**config.mk**
```make
export PLATFORM = sky130hd
export DESIGN_NAME = sprite_blitter
export DESIGN_NICKNAME = d
export VERILOG_FILES = /design/src/rtl/gfx_pkg.sv /design/src/rtl/blit_cmd_fifo.sv /design/src/rtl/sprite_blitter.sv
export SDC_FILE = /design/constraint.sdc
export NUM_CORES = 1
export LEC_CHECK = 0
export ABC_AREA = 1
export BUFFER_PORTS_ARGS = -buffer_cell sky130_fd_sc_hd__buf_2
export CORE_MARGIN = 2
export CORE_UTILIZATION = 55
export CTS_CLUSTER_SIZE = 10
export DETAILED_ROUTE_END_ITERATION = 7
export HOLD_SLACK_MARGIN = 0.15
export PLACE_DENSITY_LB_ADDON = 0.3
export SLEW_MARGIN = 20
export SYNTH_ARGS = -nofsm -noshare
export SYNTH_HDL_FRONTEND = slang
export SYNTH_SLANG_ARGS = --single-unit
```
**constraint.sdc**
```tcl
create_clock -name clk -period 5 [get_ports clk]
set_input_delay 0.25 -clock clk [delete_from_list [all_inputs] [get_ports clk]]
set_output_delay 0.25 -clock clk [all_outputs]
set_load 0.02 [all_outputs]
```
**src/rtl/gfx_pkg.sv**
```systemverilog
// Shared graphics types: blit command layout, blitter FSM states and
// framebuffer geometry defaults used by both the blitter and the drawer.
package gfx_pkg;

    localparam logic [19:0] BUFFER_START_DEF = 20'h00000;
    localparam int          FB_WIDTH_DEF     = 320;
    localparam int          FB_HEIGHT_DEF    = 240;
    localparam logic [3:0]  TRANSPARENT_IDX  = 4'h0;

    typedef struct packed {
        logic [19:0] src;
        logic [9:0]  x;
        logic [8:0]  y;
        logic [5:0]  w;
        logic [5:0]  h;
    } blit_cmd_t;

    typedef enum logic [3:0] {
        IDLE,
        GRAB,
        LOAD,
        RD_ADDR,
        RD_CAP,
        WR_LOW,
        WR_HIGH,
        ADVANCE,
        HANDOFF,
        WAIT_ACK
    } blit_state_t;

endpackage

```
**src/rtl/blit_cmd_fifo.sv**
```systemverilog
// Small synchronous command queue. Pointers carry one wrap bit so full and
// empty are distinguished without a separate counter. A push while full is
// only taken when a pop happens in the same cycle.
module blit_cmd_fifo
    import gfx_pkg::*;
#(
    parameter int FIFO_DEPTH = 4
) (
    input  logic      clk,
    input  logic      reset,
    input  logic      push,
    input  blit_cmd_t push_data,
    input  logic      pop,
    output blit_cmd_t head,
    output logic      full,
    output logic      empty
);

    localparam int AW = $clog2(FIFO_DEPTH);

    blit_cmd_t   mem [FIFO_DEPTH];
    logic [AW:0] wr_ptr;
    logic [AW:0] rd_ptr;
    logic        do_push;
    logic        do_pop;

    assign empty   = (wr_ptr == rd_ptr);
    assign full    = (wr_ptr[AW] != rd_ptr[AW]) && (wr_ptr[AW-1:0] == rd_ptr[AW-1:0]);
    assign do_pop  = pop && !empty;
    assign do_push = push && (!full || do_pop);
    assign head    = mem[rd_ptr[AW-1:0]];

    // Pointer bookkeeping; the only state that reset needs to clear.
    always_ff @(posedge clk) begin
        if (reset) begin
            wr_ptr <= '0;
            rd_ptr <= '0;
        end else begin
            if (do_push) wr_ptr <= wr_ptr + 1'b1;
            if (do_pop)  rd_ptr <= rd_ptr + 1'b1;
        end
    end

    // Storage array, written on every accepted push.
    always_ff @(posedge clk) begin
        if (do_push) mem[wr_ptr[AW-1:0]] <= push_data;
    end

endmodule

```
**src/rtl/sprite_blitter.sv**
```systemverilog
// Sprite blitter: queues blit commands and, once the drawer opens the SRAM
// window, copies each sprite rectangle into the framebuffer, skipping
// transparent and off-screen pixels, then hands SRAM back to the drawer.
// All SRAM pins are registered and derived from the next state, so each
// state's pin values are present on the bus while that state is current.
module sprite_blitter
    import gfx_pkg::*;
#(
    parameter logic [19:0] BUFFER_START = BUFFER_START_DEF,
    parameter int          FB_WIDTH     = FB_WIDTH_DEF,
    parameter int          FB_HEIGHT    = FB_HEIGHT_DEF,
    parameter int          FIFO_DEPTH   = 4,
    parameter logic [3:0]  TRANSPARENT  = TRANSPARENT_IDX
) (
    input  logic        clk,
    input  logic        reset,
    input  logic        cmd_valid,
    output logic        cmd_ready,
    input  logic [19:0] cmd_src,
    input  logic [9:0]  cmd_x,
    input  logic [8:0]  cmd_y,
    input  logic [5:0]  cmd_w,
    input  logic [5:0]  cmd_h,
    input  logic        blitter_start,
    output logic        in_control,
    output logic        enable,
    input  logic        acknowledge,
    output logic        ack_back,
    output logic        busy,
    output logic [19:0] sram_addr,
    output logic [15:0] sram_dq_out,
    output logic        sram_dq_oe,
    input  logic [15:0] sram_dq_in,
    output logic        sram_ce_n,
    output logic        sram_oe_n,
    output logic        sram_we_n,
    output logic        sram_ub_n,
    output logic        sram_lb_n
);

    blit_state_t state, state_nxt;

    blit_cmd_t   push_data, head;
    logic        fifo_full, fifo_empty, pop;

    logic [9:0]  cur_x, x_nxt;
    logic [8:0]  cur_y, y_nxt;
    logic [5:0]  cur_w, w_nxt;
    logic [5:0]  cur_h, h_nxt;
    logic [5:0]  row, row_nxt;
    logic [5:0]  col, col_nxt;
    logic [19:0] src_ptr, src_nxt;

    logic        last_col, last_row;
    logic [10:0] px;
    logic [9:0]  py;
    logic [19:0] dst;

    logic        in_control_nxt, enable_nxt, ack_back_nxt;
    logic [19:0] addr_nxt;
    logic [15:0] dq_out_nxt;
    logic        dq_oe_nxt, ce_n_nxt, oe_n_nxt, we_n_nxt, ub_n_nxt, lb_n_nxt;

    // Only the palette nibble of each sprite word carries pixel data.
    logic        unused_dq_hi;
    assign unused_dq_hi = ^sram_dq_in[15:4];

    // Constant-width row offset built from the set bits of FB_WIDTH.
    function automatic logic [19:0] row_base(input logic [9:0] y);
        logic [19:0] acc;
        acc = '0;
        for (int b = 0; b < 11; b++) begin
            if (FB_WIDTH[b]) acc = acc + (20'(y) << b);
        end
        return acc;
    endfunction

    // True when the sprite pixel at (col,row) lands outside the framebuffer.
    function automatic logic is_clipped(input logic [9:0] x, input logic [8:0] y,
                                        input logic [5:0] c, input logic [5:0] r);
        logic [10:0] tx;
        logic [9:0]  ty;
        tx = {1'b0, x} + {5'b0, c};
        ty = {1'b0, y} + {4'b0, r};
        return (32'(tx) >= FB_WIDTH) || (32'(ty) >= FB_HEIGHT);
    endfunction

    assign push_data = '{src: cmd_src, x: cmd_x, y: cmd_y, w: cmd_w, h: cmd_h};
    assign cmd_ready = !fifo_full;
    assign busy      = (state != IDLE) || !fifo_empty;

    blit_cmd_fifo #(.FIFO_DEPTH(FIFO_DEPTH)) u_fifo (
        .clk       (clk),
        .reset     (reset),
        .push      (cmd_valid && cmd_ready),
        .push_data (push_data),
        .pop       (pop),
        .head      (head),
        .full      (fifo_full),
        .empty     (fifo_empty)
    );

    assign last_col = (col == cur_w - 6'd1);
    assign last_row = (row == cur_h - 6'd1);
    assign px       = {1'b0, cur_x} + {5'b0, col};
    assign py       = {1'b0, cur_y} + {4'b0, row};
    assign dst      = BUFFER_START + row_base(py) + 20'(px);

    // Next-state, counter updates and next SRAM pin values.
    always_comb begin
        state_nxt = state;
        pop       = 1'b0;
        x_nxt     = cur_x;
        y_nxt     = cur_y;
        w_nxt     = cur_w;
        h_nxt     = cur_h;
        row_nxt   = row;
        col_nxt   = col;
        src_nxt   = src_ptr;

        case (state)
            IDLE:     if (blitter_start) state_nxt = GRAB;
            GRAB:     state_nxt = fifo_empty ? HANDOFF : LOAD;
            LOAD: begin
                pop     = 1'b1;
                x_nxt   = head.x;
                y_nxt   = head.y;
                w_nxt   = head.w;
                h_nxt   = head.h;
                row_nxt = '0;
                col_nxt = '0;
                src_nxt = head.src;
                if (head.w == 6'd0 || head.h == 6'd0)
                    state_nxt = GRAB;
                else if (is_clipped(head.x, head.y, 6'd0, 6'd0))
                    state_nxt = ADVANCE;
                else
                    state_nxt = RD_ADDR;
            end
            RD_ADDR:  state_nxt = RD_CAP;
            RD_CAP:   state_nxt = (sram_dq_in[3:0] == TRANSPARENT) ? ADVANCE : WR_LOW;
            WR_LOW:   state_nxt = WR_HIGH;
            WR_HIGH:  state_nxt = ADVANCE;
            ADVANCE: begin
                src_nxt = src_ptr + 20'd1;
                if (last_col) begin
                    col_nxt = '0;
                    row_nxt = row + 6'd1;
                end else begin
                    col_nxt = col + 6'd1;
                end
                if (last_col && last_row)
                    state_nxt = GRAB;
                else if (is_clipped(cur_x, cur_y, col_nxt, row_nxt))
                    state_nxt = ADVANCE;
                else
                    state_nxt = RD_ADDR;
            end
            HANDOFF:  state_nxt = WAIT_ACK;
            WAIT_ACK: if (acknowledge) state_nxt = IDLE;
            default:  state_nxt = IDLE;
        endcase

        in_control_nxt = (state_nxt inside {GRAB, LOAD, RD_ADDR, RD_CAP, WR_LOW,
                                            WR_HIGH, ADVANCE, HANDOFF});
        enable_nxt     = (state_nxt == WAIT_ACK);
        ack_back_nxt   = (state == WAIT_ACK) && acknowledge;

        addr_nxt   = sram_addr;
        dq_out_nxt = sram_dq_out;
        dq_oe_nxt  = 1'b0;
        ce_n_nxt   = 1'b1;
        oe_n_nxt   = 1'b1;
        we_n_nxt   = 1'b1;
        ub_n_nxt   = 1'b1;
        lb_n_nxt   = 1'b1;

        case (state_nxt)
            RD_ADDR, RD_CAP: begin
                addr_nxt = src_nxt;
                ce_n_nxt = 1'b0;
                oe_n_nxt = 1'b0;
                ub_n_nxt = 1'b0;
                lb_n_nxt = 1'b0;
            end
            WR_LOW: begin
                addr_nxt   = dst;
                dq_out_nxt = {12'h000, sram_dq_in[3:0]};
                dq_oe_nxt  = 1'b1;
                ce_n_nxt   = 1'b0;
                we_n_nxt   = 1'b0;
                ub_n_nxt   = 1'b0;
                lb_n_nxt   = 1'b0;
            end
            WR_HIGH: begin
                // we_n rises while address and data stay put for hold time.
                dq_oe_nxt = 1'b1;
                ce_n_nxt  = 1'b0;
                ub_n_nxt  = 1'b0;
                lb_n_nxt  = 1'b0;
            end
            default: ;
        endcase
    end

    // Control state and SRAM pins; reset releases the bus immediately.
    always_ff @(posedge clk) begin
        if (reset) begin
            state      <= IDLE;
            in_control <= 1'b0;
            enable     <= 1'b0;
            ack_back   <= 1'b0;
            sram_addr  <= '0;
            sram_dq_oe <= 1'b0;
            sram_ce_n  <= 1'b1;
            sram_oe_n  <= 1'b1;
            sram_we_n  <= 1'b1;
            sram_ub_n  <= 1'b1;
            sram_lb_n  <= 1'b1;
        end else begin
            state      <= state_nxt;
            in_control <= in_control_nxt;
            enable     <= enable_nxt;
            ack_back   <= ack_back_nxt;
            sram_addr  <= addr_nxt;
            sram_dq_oe <= dq_oe_nxt;
            sram_ce_n  <= ce_n_nxt;
            sram_oe_n  <= oe_n_nxt;
            sram_we_n  <= we_n_nxt;
            sram_ub_n  <= ub_n_nxt;
            sram_lb_n  <= lb_n_nxt;
        end
    end

    // Datapath registers: current command, pixel counters, write data.
    always_ff @(posedge clk) begin
        cur_x       <= x_nxt;
        cur_y       <= y_nxt;
        cur_w       <= w_nxt;
        cur_h       <= h_nxt;
        row         <= row_nxt;
        col         <= col_nxt;
        src_ptr     <= src_nxt;
        sram_dq_out <= dq_out_nxt;
    end

endmodule

```
# Word level (Yosys, flattened, before mapping)
# Memories as Yosys holds them, arrays and structs flattened. A register that Yosys moved wholly into a read port is not among the register bits.
# Index checks and enable logic that the tools add are counted.
[op_classes] add_sub_neg=13 n_lt_le_gt_ge=4 eq_ne=23 muxes=26 shifts=0 n_bitwise=0 n_reduce_logical=24 multipliers=0 div_mod_pow=0
[ops] cell="$pmux W20 S2" n=2
[ops] cell="$pmux W4 S10" n=1
[ops] cell="$eq A4 B3 Y1 const B" n=8
[ops] cell="$mux W6" n=4
[ops] cell="$pmux W6 S2" n=2
[ops] cell="$add A10 B6 Y11" n=2
[ops] cell="$add A19 B11 Y20" n=1
[ops] cell="$add A20 B1 Y20 const B" n=1
[ops] cell="$add A9 B6 Y10" n=2
[ops] cell="$add A16 B18 Y19" n=1
[ops] cell="$eq A4 B2 Y1 const B" n=4
[ops] cell="$eq A4 B4 Y1 const B" n=4
[ops] cell="$add A6 B1 Y6 const B" n=2
[ops] cell="$eq A6 B6 Y1" n=2
[ops] cell="$logic_not A6 Y1" n=2
[ops] cell="$mux W3" n=4
[ops] cell="$mux W4" n=3
[ops] cell="$sub A6 B1 Y6 const B" n=2
[ops] cell="$ge A11 B9 Y1 const B" n=1
[ops] cell="$ge A10 B8 Y1 const B" n=1
[ops] cell="$ge A10 B9 Y1 const B" n=1
[ops] cell="$ge A9 B8 Y1 const B" n=1
[ops] cell="$eq A4 B1 Y1 const B" n=2
[ops] cell="$logic_not A4 Y1" n=2
[ops] cell="14 further kinds" n=35
[totals] ff_bits=104 mem_bits_ro=0 out_inout_bits=47 latchBits=0 n_memories=1 ram_bits=204 input_bits=72
[memory_table] memory="u_fifo.mem" words=4 word_bits=51 rd=1 rd_ports_with_merged_regs=1 wr=1 line="blit_cmd_fifo.sv:21" text="blit_cmd_t mem [FIFO_DEPTH];"

# Longest topological paths before layout
[depth] word_depth=13 mapped_depth=31

# By module
# A second synthesis with hierarchy kept.
[unflattened] hier_cells=1505 hier_area_um2=14958.1
[modules_own_cells] module="blit_cmd_fifo" area_per_inst_um2=7963.9 cells_per_inst=559 n_inst=1 seq_area_each_um2=6286.0
[modules_own_cells] module="sprite_blitter" area_per_inst_um2=6994.2 cells_per_inst=946 n_inst=1 seq_area_each_um2=2432.3

# Worst setup path after synthesis
# No wires, ideal clock.
[synth_path] kind="flip-flop to flip-flop" startpoint="register cur_w[0]" endpoint="register sram_addr[18]" required_time_ps=4884 stages_incl_launch_ff=31 t_arrival_ps=3570 setup_time_ps=116 period_less_slack_ps=3685 slack_ps=1315 cell_sequence="edfxtp_1 > inv_1 > ha_1 > xnor2_1 > nor2_1 > nand2_1 > nor2_1 > nand3_2 > inv_1 > clkbuf_1 > nor2_1 > ha_1 > fa_1 > nand3_1 > nand2_1 > nand2_1 > nand2_1 > nand2_1 > nand2_1 > nor2_1 > nand3_1 > nand3_1 > nand2_1 > nand2_2 > nand2_2 > buf_6 > buf_6 > nand2_1 > nand2_1 > nor2_1 > nor2_1"
[synth_between] elab_chain_cells=13 word_cells_on_any_way=21
[synth_lines] item="from (decl)" line="sprite_blitter.sv:48" text="logic [5:0] cur_w, w_nxt;"
[synth_lines] item="from (signal assigned)" line="sprite_blitter.sv:239" text="cur_w <= w_nxt;"
[synth_lines] item="$sub A6 B1 Y6 *" line="sprite_blitter.sv:103" text="assign last_col = (col == cur_w - 6'd1);"
[synth_lines] item="$eq A6 B6 Y1 *" line="sprite_blitter.sv:103"
[synth_lines] item="$mux W6" line="sprite_blitter.sv:146" text="if (last_col) begin"
[synth_lines] item="$mux W6" line="sprite_blitter.sv:121" text="case (state)"
[synth_lines] item="$add A10 B6 Y11 / $add A9 B6 Y10 (equally long branches)" line="sprite_blitter.sv:83, sprite_blitter.sv:84"
[synth_lines] item="$ge A11 B9 Y1 / $ge A10 B8 Y1 (equally long branches)" line="sprite_blitter.sv:85" text="return (32'(tx) >= FB_WIDTH) || (32'(ty) >= FB_HEIGHT);"
[synth_lines] item="$logic_or A1 B1 Y1" line="sprite_blitter.sv:85"
[synth_lines] item="$mux W3" line="sprite_blitter.sv:154" text="else if (is_clipped(cur_x, cur_y, col_nxt, row_nxt))"
[synth_lines] item="$mux W3 *" line="sprite_blitter.sv:152" text="if (last_col && last_row)"
[synth_lines] item="$pmux W4 S10 *" line="sprite_blitter.sv:121"
[synth_lines] item="$eq A4 B2 Y1 / $eq A4 B3 Y1 (equally long branches)" line="sprite_blitter.sv:178" text="case (state_nxt)"
[synth_lines] item="$reduce_or A2 Y1" line="sprite_blitter.sv:178"
[synth_lines] item="$pmux W20 S2 / $reduce_bool A2 Y1 (equally long branches)"
[synth_lines] item="to (signal assigned)" line="sprite_blitter.sv:225" text="sram_addr <= addr_nxt;"
[synth_lines] item="to (decl)" line="sprite_blitter.sv:30" text="output logic [19:0] sram_addr,"
# Every way passes the cells marked *; elsewhere a longest branch is shown, timed or not. The select of a mux whose other input is x is not followed.
# A chain may end at the register's enable or synchronous reset.

# Worst setup path in the final report
[layout_path] startpoint="register cur_w[0]" endpoint="register sram_addr[3]"
# Same word-level chain as after synthesis.

==> reports/summary.md <==
• **VDD IR-drop max** 0.302 mV
• **classification of the worst-slack hold path** in2reg
• **Die Y-Extent** 168 um
• **first-pass iteration count of the detailed router** 6
• **Wirelength per Cell** 16.3 um
• **buffers and inverters on the worst path** 5
• **antenna violations before repair** 0
• **dpl cells** 1895
• **run status** finished, final reports clean
• **antenna viol nets, final** 0
• **Fin Hold WS** 0.245 ns
• **GR Overflow Total** 0
• **maximum operating frequency** 224 MHz
• **Ys Warns** 0
• **largest net degree at the start of global routing** 69
• **count of state elements after synthesis** 310
• **GPL Wtd Cong** 0.915
• **number of antenna repair diodes** 0
• **min setup slack post-route** 0.528 ns
• **Die X** 168 um
• **Post-Synth XOR/XNOR Area** 2.53%
• **half-perimeter wire length after detailed placement** 21.6 mm
• **delay of the slowest critical-path stage** 0.41 ns
• **Req. time, crit path** 5.40 ns
• **most area-consuming cells after synthesis** sky130_fd_sc_hd__edfxtp_1, sky130_fd_sc_hd__nand2_1, sky130_fd_sc_hd__dfxtp_1
• **Starting DRT DRC Count** 990
• **distinct cell type count after synthesis** 45
• **cell mode on critical path** sky130_fd_sc_hd__nand3_1
• **most common cell in the synthesized netlist** sky130_fd_sc_hd__nand2_1
• **Tmin final** 4.47 ns
• **number of synthesized flops with an enable pin** 251
• **final hold violations** 0
• **main combinational cell family by area after synthesis** simple AND/OR/NAND/NOR gates
• **critical path launch point type** flop
• **area of the core** 26700 um2
• **Filler Cell Count** 2119
• **number of instances on the worst hold path** 4
• **clock latency of the later-clocked register in the worst-skew pair** 0.52 ns
• **Total GRT Usage** 23.2%
• **port bufs** 94
• **Placement Setup Slack** 0.445 ns
• **max-slew violations** 0
• **share of the synthesized area in the top cell type** 50.7%
• **vias in the first global route** 10712
• **CP arrival** 4.87 ns
• **share of synthesized area occupied by flip-flops and latches** 58.6%
• **Setup crit end kind** flop
• **sequential standard cell area** 8720 um2
• **wire length of the first global-routing pass** 52.4 mm
• **Worst-Margin Slew** 0.837 ns
• **via count of the routed design** 10927
• **combined area of all synthesized cells** 14900 um2
• **setup repair after global routing missed its margin** true
• **routed vias/inst** 5.46
• **post-route setup TNS** 0 ns
• **library cell with the largest summed area after synthesis** sky130_fd_sc_hd__edfxtp_1
• **fin crit share** 89.4%
• **Initial Util** 55.7%
• **share of synthesized cell area in full adder, half adder and majority cells** 5.69%
• **number of max-capacitance violations reported** 0
• **clock transition time at the flip-flop clock pins of the worst setup and hold paths** 0.05 ns
• **total leakage power** 0.00720 uW
• **ports placed on the boundary** 119
• **Max Clock Skew** 0.0265 ns
• **start-to-end type of the worst setup path** reg2reg
• **Synth Area per Inst** 9.92 um2
• **layout net count** 1785
• **final setup vio count** 0
• **Max-slew headroom** 44.1%
• **row cnt** 60
• **CTS Buf Count** 36
• **Worst path slowest cell** sky130_fd_sc_hd__edfxtp_1
• **total area of multi-input combinational cells** 5360 um2
• **share of layout cells above drive strength 1** 10.4%
• **path length in cells of the critical path** 28
• **sink count of the clock tree** 310
• **cell chosen for the clock root** sky130_fd_sc_hd__clkbuf_16
• **Total Routed Length** 32.6 mm
• **deepest level of the CTS H-tree** 2
• **final std cells w/o fill** 2001
• **fraction of the mapped netlist area in simple logic gates** 18.6%
• **area of the die** 28400 um2
• **Bufs on Longest Clock Path** 3
• **post-route DRC violation count** 0
• **Post-Syn Instances** 1500
• **CTS tree** done
• **Primary FF master, synth** sky130_fd_sc_hd__edfxtp_1
• **multiplexer share of the synthesized area** 0%
• **Synth-to-Final Area Change** 15.5%
• **fraction of registers with async set/reset** 0%
• **complex-gate fraction of the synthesized area** 8.57%
• **worst reg2reg path depth** 28
• **most common library cells after synthesis** sky130_fd_sc_hd__nand2_1, sky130_fd_sc_hd__edfxtp_1, sky130_fd_sc_hd__nor2_1
• **power density relative to cell area** 518 nW/um2
• **peak fanout along the critical path** 21
• **top cell family by delay on the critical path** simple AND/OR/NAND/NOR gates
[worst reg2reg max path, delay by kind of cell (launching register included)]
kind / cells / cell delay [ns]
adders and majority gates: 2 / 0.58
AOI/OAI and AO/OA: 1 / 0.19
xor gates and xnor gates: 2 / 0.32
DFF: 1 / 0.41
and+or+nand+nor: 18 / 2.27
buffers and inverters: 5 / 0.62
[sequential cells by signal (all words and copies together) (netlist names), 3 cells and up, named ones only]
register and flops:
cur_w 6, row 6, u_fifo.mem 204, col 6
u_fifo.wr_ptr 3, sram_dq_out 4, state 4, cur_y 9
cur_h 6, sram_addr 20, u_fifo.rd_ptr 3, cur_x 10
src_ptr 20
[stage by stage]
stage	cell area, um2	power, uW	utilization (%)
3_5_place_dp	15600	6620	58.4
6_report	17200	8890	64.3
4_1_cts	17200	8880	64.2
3_3_place_gp	15600	6540	58.4
2_1_floorplan	14900	5810	-
5_1_grt	17200	9450	64.3
[power breakdown]
group	total [uW]	switching (uW)	internal, uW
combinational	3270	2130	1140
clock	2230	921	1300
sequential	3390	234	3160
[path summary, 6_finish.rpt]
check / start / end / slack (ns)
worst min-delay path: blitter_start / state[0] / 0.24
worst min register to register: u_fifo.wr_ptr[2] / u_fifo.wr_ptr[2] / 0.48
worst max register to register: cur_w[0] / sram_addr[3] / 0.53
worst max-delay path: cur_w[0] / sram_addr[3] / 0.53
[cell type report]
cell class,instances,area share (%)
Clock buffer,47,5.49
Tap cell,341,2.48
Clock inverter,2,0.146
Sequential cell,310,50.8
Timing Repair Buffer,168,6.88
Multi-Input combinational cell,995,31.2
Inverter,138,3.02
[placed cells by master, fill, tap and decap left out, types with 4 or more instances in the layout]
master / count
sky130_fd_sc_hd__a221o_1: 11
sky130_fd_sc_hd__dlygate4sd3_1: 57
sky130_fd_sc_hd__o21ai_1: 11
sky130_fd_sc_hd__a21oi_1: 80
sky130_fd_sc_hd__o21ai_0: 63
sky130_fd_sc_hd__clkbuf_16: 36
sky130_fd_sc_hd__buf_4: 16
sky130_fd_sc_hd__a21o_1: 5
sky130_fd_sc_hd__a31oi_1: 4
sky130_fd_sc_hd__xnor2_1: 16
sky130_fd_sc_hd__nor2_4: 5
sky130_fd_sc_hd__ha_1: 58
sky130_fd_sc_hd__inv_1: 135
sky130_fd_sc_hd__clkbuf_1: 11
sky130_fd_sc_hd__nand4_1: 20
sky130_fd_sc_hd__edfxtp_1: 251
sky130_fd_sc_hd__a21boi_0: 4
sky130_fd_sc_hd__buf_2: 94
sky130_fd_sc_hd__o211ai_1: 11
sky130_fd_sc_hd__or2_2: 5
sky130_fd_sc_hd__fa_1: 6
sky130_fd_sc_hd__nand2_1: 333
sky130_fd_sc_hd__o22ai_1: 21
sky130_fd_sc_hd__xor2_1: 27
sky130_fd_sc_hd__nand3_1: 128
sky130_fd_sc_hd__dfxtp_1: 57
sky130_fd_sc_hd__conb_1: 12
sky130_fd_sc_hd__nor3_1: 12
sky130_fd_sc_hd__nor2_1: 138
[cells by family after synthesis]
family	count (synthesis)
xor+xnor	43
fa+ha+maj	64
buf+inv	206
other cells	1
compound gates	220
flops	310
simple gates	656
[routing by layer]
metal	track usage, %	vias up	wire, um
met5	0	-	0
met4	6.75	0	624
met3	3.20	55	1960
met2	39.1	344	15500
met1	31.7	5110	14600
li1	-	5418	-
[repair_timing]
item                                    in CTS  in global routing
hold buffers                                57                  0
buffers inserted                             0                  0
endpoints found under the setup margin       0                 20
endpoints found under the hold margin      214                  0
gates resized for setup                      0                  3
(Power assumes the default switching activity.)
